[src/rtl/fifo_stream_pkg.sv]
// Shared constants and types for the FIFO read-side stream stage.
// Latency: n/a (definitions only).
// Backpressure: n/a.
package fifo_stream_pkg;

    // Default data word width, matching the async FIFO word width.
    localparam int DEF_WIDTH     = 32;

    // Prefetch buffer depth; the credit logic only supports two entries.
    localparam int DEF_BUF_DEPTH = 2;

    // FIFO RAM read latency in cycles (rd_data valid the cycle after rd_en).
    localparam int RD_LAT        = 1;

    // Buffer occupancy, 0..2.
    typedef logic [1:0] level_t;

endpackage

[src/rtl/rd_skid_buf.sv]
// Two-entry in-order shift buffer; entry0 is always the oldest word.
// Latency: a written word becomes the head on the next edge when the buffer was empty.
// Backpressure: none internally; the caller must never write into a full buffer without a deq.
module rd_skid_buf
    import fifo_stream_pkg::*;
#(
    parameter int WIDTH = DEF_WIDTH
) (
    input  logic             i_clk,
    input  logic             i_rst_n,
    input  logic             i_wr,
    input  logic [WIDTH-1:0] i_wr_dat,
    input  logic             i_deq,
    input  logic             i_clr,
    output logic [WIDTH-1:0] o_head_dat,
    output level_t           o_level
);

    logic [WIDTH-1:0] r_ent0;
    logic [WIDTH-1:0] r_ent1;
    level_t           r_level;
    logic             w_deq;

    // A deq against an empty buffer is meaningless and is ignored.
    assign w_deq = i_deq && (r_level != 2'd0);

    // Shift/append state update; clear has priority over any write or deq.
    always_ff @(posedge i_clk or negedge i_rst_n) begin
        if (!i_rst_n) begin
            r_ent0  <= '0;
            r_ent1  <= '0;
            r_level <= 2'd0;
        end else if (i_clr) begin
            r_ent0  <= '0;
            r_ent1  <= '0;
            r_level <= 2'd0;
        end else begin
            case (r_level)
                2'd0: begin
                    if (i_wr) begin
                        r_ent0  <= i_wr_dat;
                        r_level <= 2'd1;
                    end
                end
                2'd1: begin
                    if (i_wr && w_deq) begin
                        // incoming word replaces the departing head
                        r_ent0 <= i_wr_dat;
                    end else if (i_wr) begin
                        r_ent1  <= i_wr_dat;
                        r_level <= 2'd2;
                    end else if (w_deq) begin
                        r_level <= 2'd0;
                    end
                end
                default: begin
                    // full: only a deq frees a slot, so a write is accepted only alongside one
                    if (w_deq) begin
                        r_ent0 <= r_ent1;
                        if (i_wr) begin
                            r_ent1 <= i_wr_dat;
                        end else begin
                            r_level <= 2'd1;
                        end
                    end
                end
            endcase
        end
    end

    assign o_head_dat = r_ent0;
    assign o_level    = r_level;

endmodule

[src/rtl/fifo_rd_stream.sv]
// Pops the async FIFO read side and presents words on a first-word-fall-through valid/ready stream.
// Latency: 2 cycles from rd_empty falling to m_valid; 1 word/cycle sustained with m_ready high.
// Backpressure: issues a pop only while buffered + in-flight words (net of this cycle's deq) are below 2.
module fifo_rd_stream
    import fifo_stream_pkg::*;
#(
    parameter int WIDTH     = DEF_WIDTH,
    parameter int BUF_DEPTH = DEF_BUF_DEPTH
) (
    input  logic             rdclk,
    input  logic             rd_rst_n,
    output logic             fifo_rd_en,
    input  logic             fifo_rd_empty,
    input  logic [WIDTH-1:0] fifo_rd_data,
    input  logic             flush,
    output logic             m_valid,
    input  logic             m_ready,
    output logic [WIDTH-1:0] m_data,
    output logic [1:0]       buf_level
);

    // Total credits equal the buffer depth (fixed at 2).
    localparam logic [2:0] CREDITS = 3'(BUF_DEPTH);

    logic             r_inflight;
    level_t           w_level;
    logic [WIDTH-1:0] w_head_dat;
    logic             w_deq;
    logic [2:0]       w_used;
    logic             w_wr;

    assign w_deq  = m_valid && m_ready;
    // Words committed to the buffer: held now plus the one returning from the RAM.
    assign w_used = {1'b0, w_level} + {2'b00, r_inflight};

    // Issue when the FIFO has data, no flush, and a slot remains after this cycle's deq.
    // Comparing against CREDITS + deq avoids an underflowing subtraction.
    assign fifo_rd_en = rd_rst_n && !fifo_rd_empty && !flush
                        && (w_used < (CREDITS + {2'b00, w_deq}));

    // Track the single pop whose data arrives on the next cycle (RAM read latency RD_LAT = 1).
    always_ff @(posedge rdclk or negedge rd_rst_n) begin
        if (!rd_rst_n) begin
            r_inflight <= 1'b0;
        end else begin
            r_inflight <= fifo_rd_en;
        end
    end

    // Returning data is dropped when a flush coincides with its arrival.
    assign w_wr = r_inflight && !flush;

    rd_skid_buf #(
        .WIDTH      (WIDTH)
    ) u_buf (
        .i_clk      (rdclk),
        .i_rst_n    (rd_rst_n),
        .i_wr       (w_wr),
        .i_wr_dat   (fifo_rd_data),
        .i_deq      (w_deq),
        .i_clr      (flush),
        .o_head_dat (w_head_dat),
        .o_level    (w_level)
    );

    assign m_valid   = (w_level != 2'd0);
    assign m_data    = w_head_dat;
    assign buf_level = w_level;

endmodule
[config.mk]
export PLATFORM = sky130hd
export DESIGN_NAME = fifo_rd_stream
export DESIGN_NICKNAME = d
export VERILOG_FILES = /design/src/rtl/fifo_stream_pkg.sv /design/src/rtl/rd_skid_buf.sv /design/src/rtl/fifo_rd_stream.sv
export SDC_FILE = /design/constraint.sdc
export NUM_CORES = 1
export LEC_CHECK = 0
export BUFFER_PORTS_ARGS = -buffer_cell sky130_fd_sc_hd__buf_2
export CORE_MARGIN = 2
export CORE_UTILIZATION = 50
export CTS_BUF_LIST = sky130_fd_sc_hd__clkbuf_2
export CTS_CLUSTER_SIZE = 14
export DETAILED_ROUTE_END_ITERATION = 6
export PLACE_DENSITY = 0.77
export SLEW_MARGIN = 20
export SYNTH_ARGS = -nofsm -noshare
export SYNTH_HDL_FRONTEND = slang
export SYNTH_HIERARCHICAL = 1
export SYNTH_SLANG_ARGS = --single-unit
[constraint.sdc]
create_clock -name rdclk -period 2.8 [get_ports rdclk]
set_input_delay 0.56 -clock rdclk [delete_from_list [all_inputs] [get_ports rdclk]]
set_output_delay 0.56 -clock rdclk [all_outputs]
set_load 0.05 [all_outputs]
==> results.md <==
- First-pass GRT wire length: approximately 11,000 microns
- Chip width: 89.6 microns
- CP Launch Type: register
- Endpoints failing hold: 0
- Row count: 31
- Pleak: between 1.5 and 2 nW
- Core Box Area: 0.00718 sq mm
- WL final: 6940 microns
- Setup TNS: 0 ns
- Critical path's largest stage delay: between 0.4 and 0.5 ns
- Final Skew: around 0.022 ns
- Critical path class: register to output pin
- Synthesized cell area: 0.00366 sq mm
- DIE HEIGHT: 89.6 microns
- Fill cells: 616
- Root Driver: clkbuf_2
- Buffers & Inverters on Critical Path: 1
- Post-synthesis async set-or-reset flop share: 100%
- Share of cells above drive strength 1: 36.0%
- Worst vdd ir: ~0.3 mV
- Worst-Skew Late Latency: 0.46 ns
- Max-slew violations: 0
- DIE AREA: 0.00802 sq mm
- Worst path arrival time: 2.08 ns
- H-tree depth: 3
- Yosys cell types: 28
- Inserted Diodes: 0
- Pin count of the biggest net entering global routing: 68
- Post-route ant nets: 0
- YS warnings: 6
- Slew margin rel.: 41.8%
- Remaining DRCs: 0
- Average size of a mapped cell: approximately 12 sq um
- Crit path max fanout: 2
- Clk sink count: 67
- Ports: 73
- Hold crit path type: input port to asynchronous set/reset pin
- Worst-margin pin slew: around 0.87 ns
- Finish-stage setup viols: 0
- Crit-path cells: ha_1 > ha_1 > or4b_1 > a21oi_2 > buf_6
- End-of-flow core utilization: 58.2%
- GRT overflow: 0
- Vias: 2,406
- Post-layout nets: between 400 and 500
- Total Routing Usage GR: 18.4%
- Slowest-stage cell, CP: or4b_1
- Minimum clock period: 2.64 ns
- Area Overhead vs Synth: 14.0%
- HPWL after detailed placement: 4490 microns
- Number of global-route vias before repair: 2,382
- Top_reg_cell synth: dfrtp_1
- Number of buffers created by CTS: 9
- Worst-path clk slew: around 0.2 ns
- CP Data Required Time: 2.24 ns
- Pwr dens: 497 mW/mm^2
- Routed len/inst: 14.5 microns
- Initial antenna violation count: 1
- Port Buf Inserts: 72
- Post-synth EDFFs: 0
- Initial Util: 51.0%
- Most used cell along the critical path: ha_1
- Crit end category: output pin
- Count of mapped cells out of synthesis: 302
- Via density: 5.04
- RSZ-0062 raised after global routing: false
- Seq cells post-synth: 67
- Max Clk Rate: 379 MHz
- Crit path max-delay family: simple AND/OR/NAND/NOR gates
- Flop2flop setup slack: 0.40 ns
- Final Cycle Share: 94.2%
- Sequential element share of the synthesized area: 45.8%
- Drt pass-1 iters: 6
- Worst hold slack: 0.308 ns
- GPL Wtd Cong: 0.788
- CTS tree: built
- Violation count after the first detailed-route iteration: 101
- Max Cap Viol: 0
- Max Root-Sink Buffers: 2
- Syn Nets: 341
- Run status: completed
-- what timing repair did --
item,CTS,global route
resized for setup,2,1
hold buffers,0,0
endpoints found under the setup margin,1,1
pin swaps,0,1
setup buffers,1,1
-- Yosys cell counts, types with 2 or more instances --
| cell | number | share of area [%] |
|---|---|---|
| dfrtp_1 | 67 | 46 |
| nand2b_1 | 66 | 11 |
| mux2i_1 | 64 | 17 |
| nor2_1 | 32 | 3.3 |
| mux2_4 | 30 | 12 |
| clkbuf_1 | 9 | 0.92 |
| buf_2 | 4 | 0.55 |
| buf_6 | 4 | 1.2 |
| buf_12 | 3 | 1.6 |
| a21oi_1 | 2 | 0.27 |
| buf_4 | 2 | 0.41 |
| ha_1 | 2 | 0.68 |
| mux2_2 | 2 | 0.62 |
-- power breakdown --
| part | internal [mW] | switching (mW) | total (mW) |
|---|---|---|---|
| logic | 0.168 | 0.298 | 0.466 |
| registers | 1.02 | 0.0291 | 1.05 |
| clock network | 0.204 | 0.358 | 0.561 |
| total | 1.39 | 0.685 | 2.07 |
-- through the flow --
step	instance area, sq um	setup WS (ns)	std cells	total power [mW]
after floorplan	3660	0.173	302	1.41
after global placement	4050	0.428	459	1.52
after detailed placement	4050	0.386	459	1.53
after CTS	4160	0.0357	476	2.10
after global routing	4170	0.0226	477	2.17
final	4170	0.163	477	2.07
-- per-layer routing --
metal | GRT usage, % | wire length [microns] | vias to the layer above
met5 | 0 | 0 | -
li1 | - | - | 1155
met3 | 4.11 | 373 | 6
met4 | 7.87 | 65 | 0
met1 | 24.4 | 3230 | 1187
met2 | 28.9 | 3260 | 58
-- cell usage in the layout, fill, tap and decap left out, drive strengths merged --
master / instances
mux2i: 64
and2b: 1
nand3b: 1
o21ai: 1
clkinv: 5
a31o: 1
nand2b: 66
clkbuf: 10
ha: 2
o21a: 1
nor2: 33
nor4bb: 1
nor2b: 1
a22oi: 1
or4b: 1
bufinv: 1
buf: 82
xnor2: 1
o31ai: 1
a21oi: 3
or3: 1
mux2: 32
dfrtp: 67
or2: 1
-- state kept, by name (all words and copies together), names as in the netlist --
signal,cells
r_inflight,1
u_buf/o_head_dat,32
u_buf/o_level,2
u_buf/r_ent1,32
-- path summary, 6_finish.rpt --
kind	start	end	cells past startpoint
max	u_buf/o_level[0]	fifo_rd_en	5
min	rd_rst_n	u_buf/o_head_dat[4]	2
max reg2reg	u_buf/o_level[0]	u_buf/o_head_dat[5]	5
min reg2reg	u_buf/o_head_dat[25]	u_buf/o_head_dat[25]	1
max in group asynchronous	rd_rst_n	u_buf/o_level[1]	2
min in group rdclk	fifo_rd_data[19]	u_buf/r_ent1[19]	3
-- final cells by class --
class / count / area [sq um] / area share, %
clock buffers: 10 / 50.0 / 1.20
flip-flops and latches: 67 / 1680 / 40.2
repair buffers: 82 / 454 / 10.9
well taps: 99 / 124 / 2.97
multi-input cells: 213 / 1810 / 43.4
clock inverters: 6 / 56.3 / 1.35
-- logic make-up after synthesis --
group	Yosys count	share of synthesized area, %
AO/OA/AOI/OAI	8	1.88
buffers and inverters	22	4.75
AND/OR/NAND/NOR	106	16.2
XOR/XNOR	1	0.239
multiplexers	96	30.4
adder cells (fa/ha/maj)	2	0.683
flip-flops	67	45.8
No activity file was read; power rests on OpenSTA's default activity.
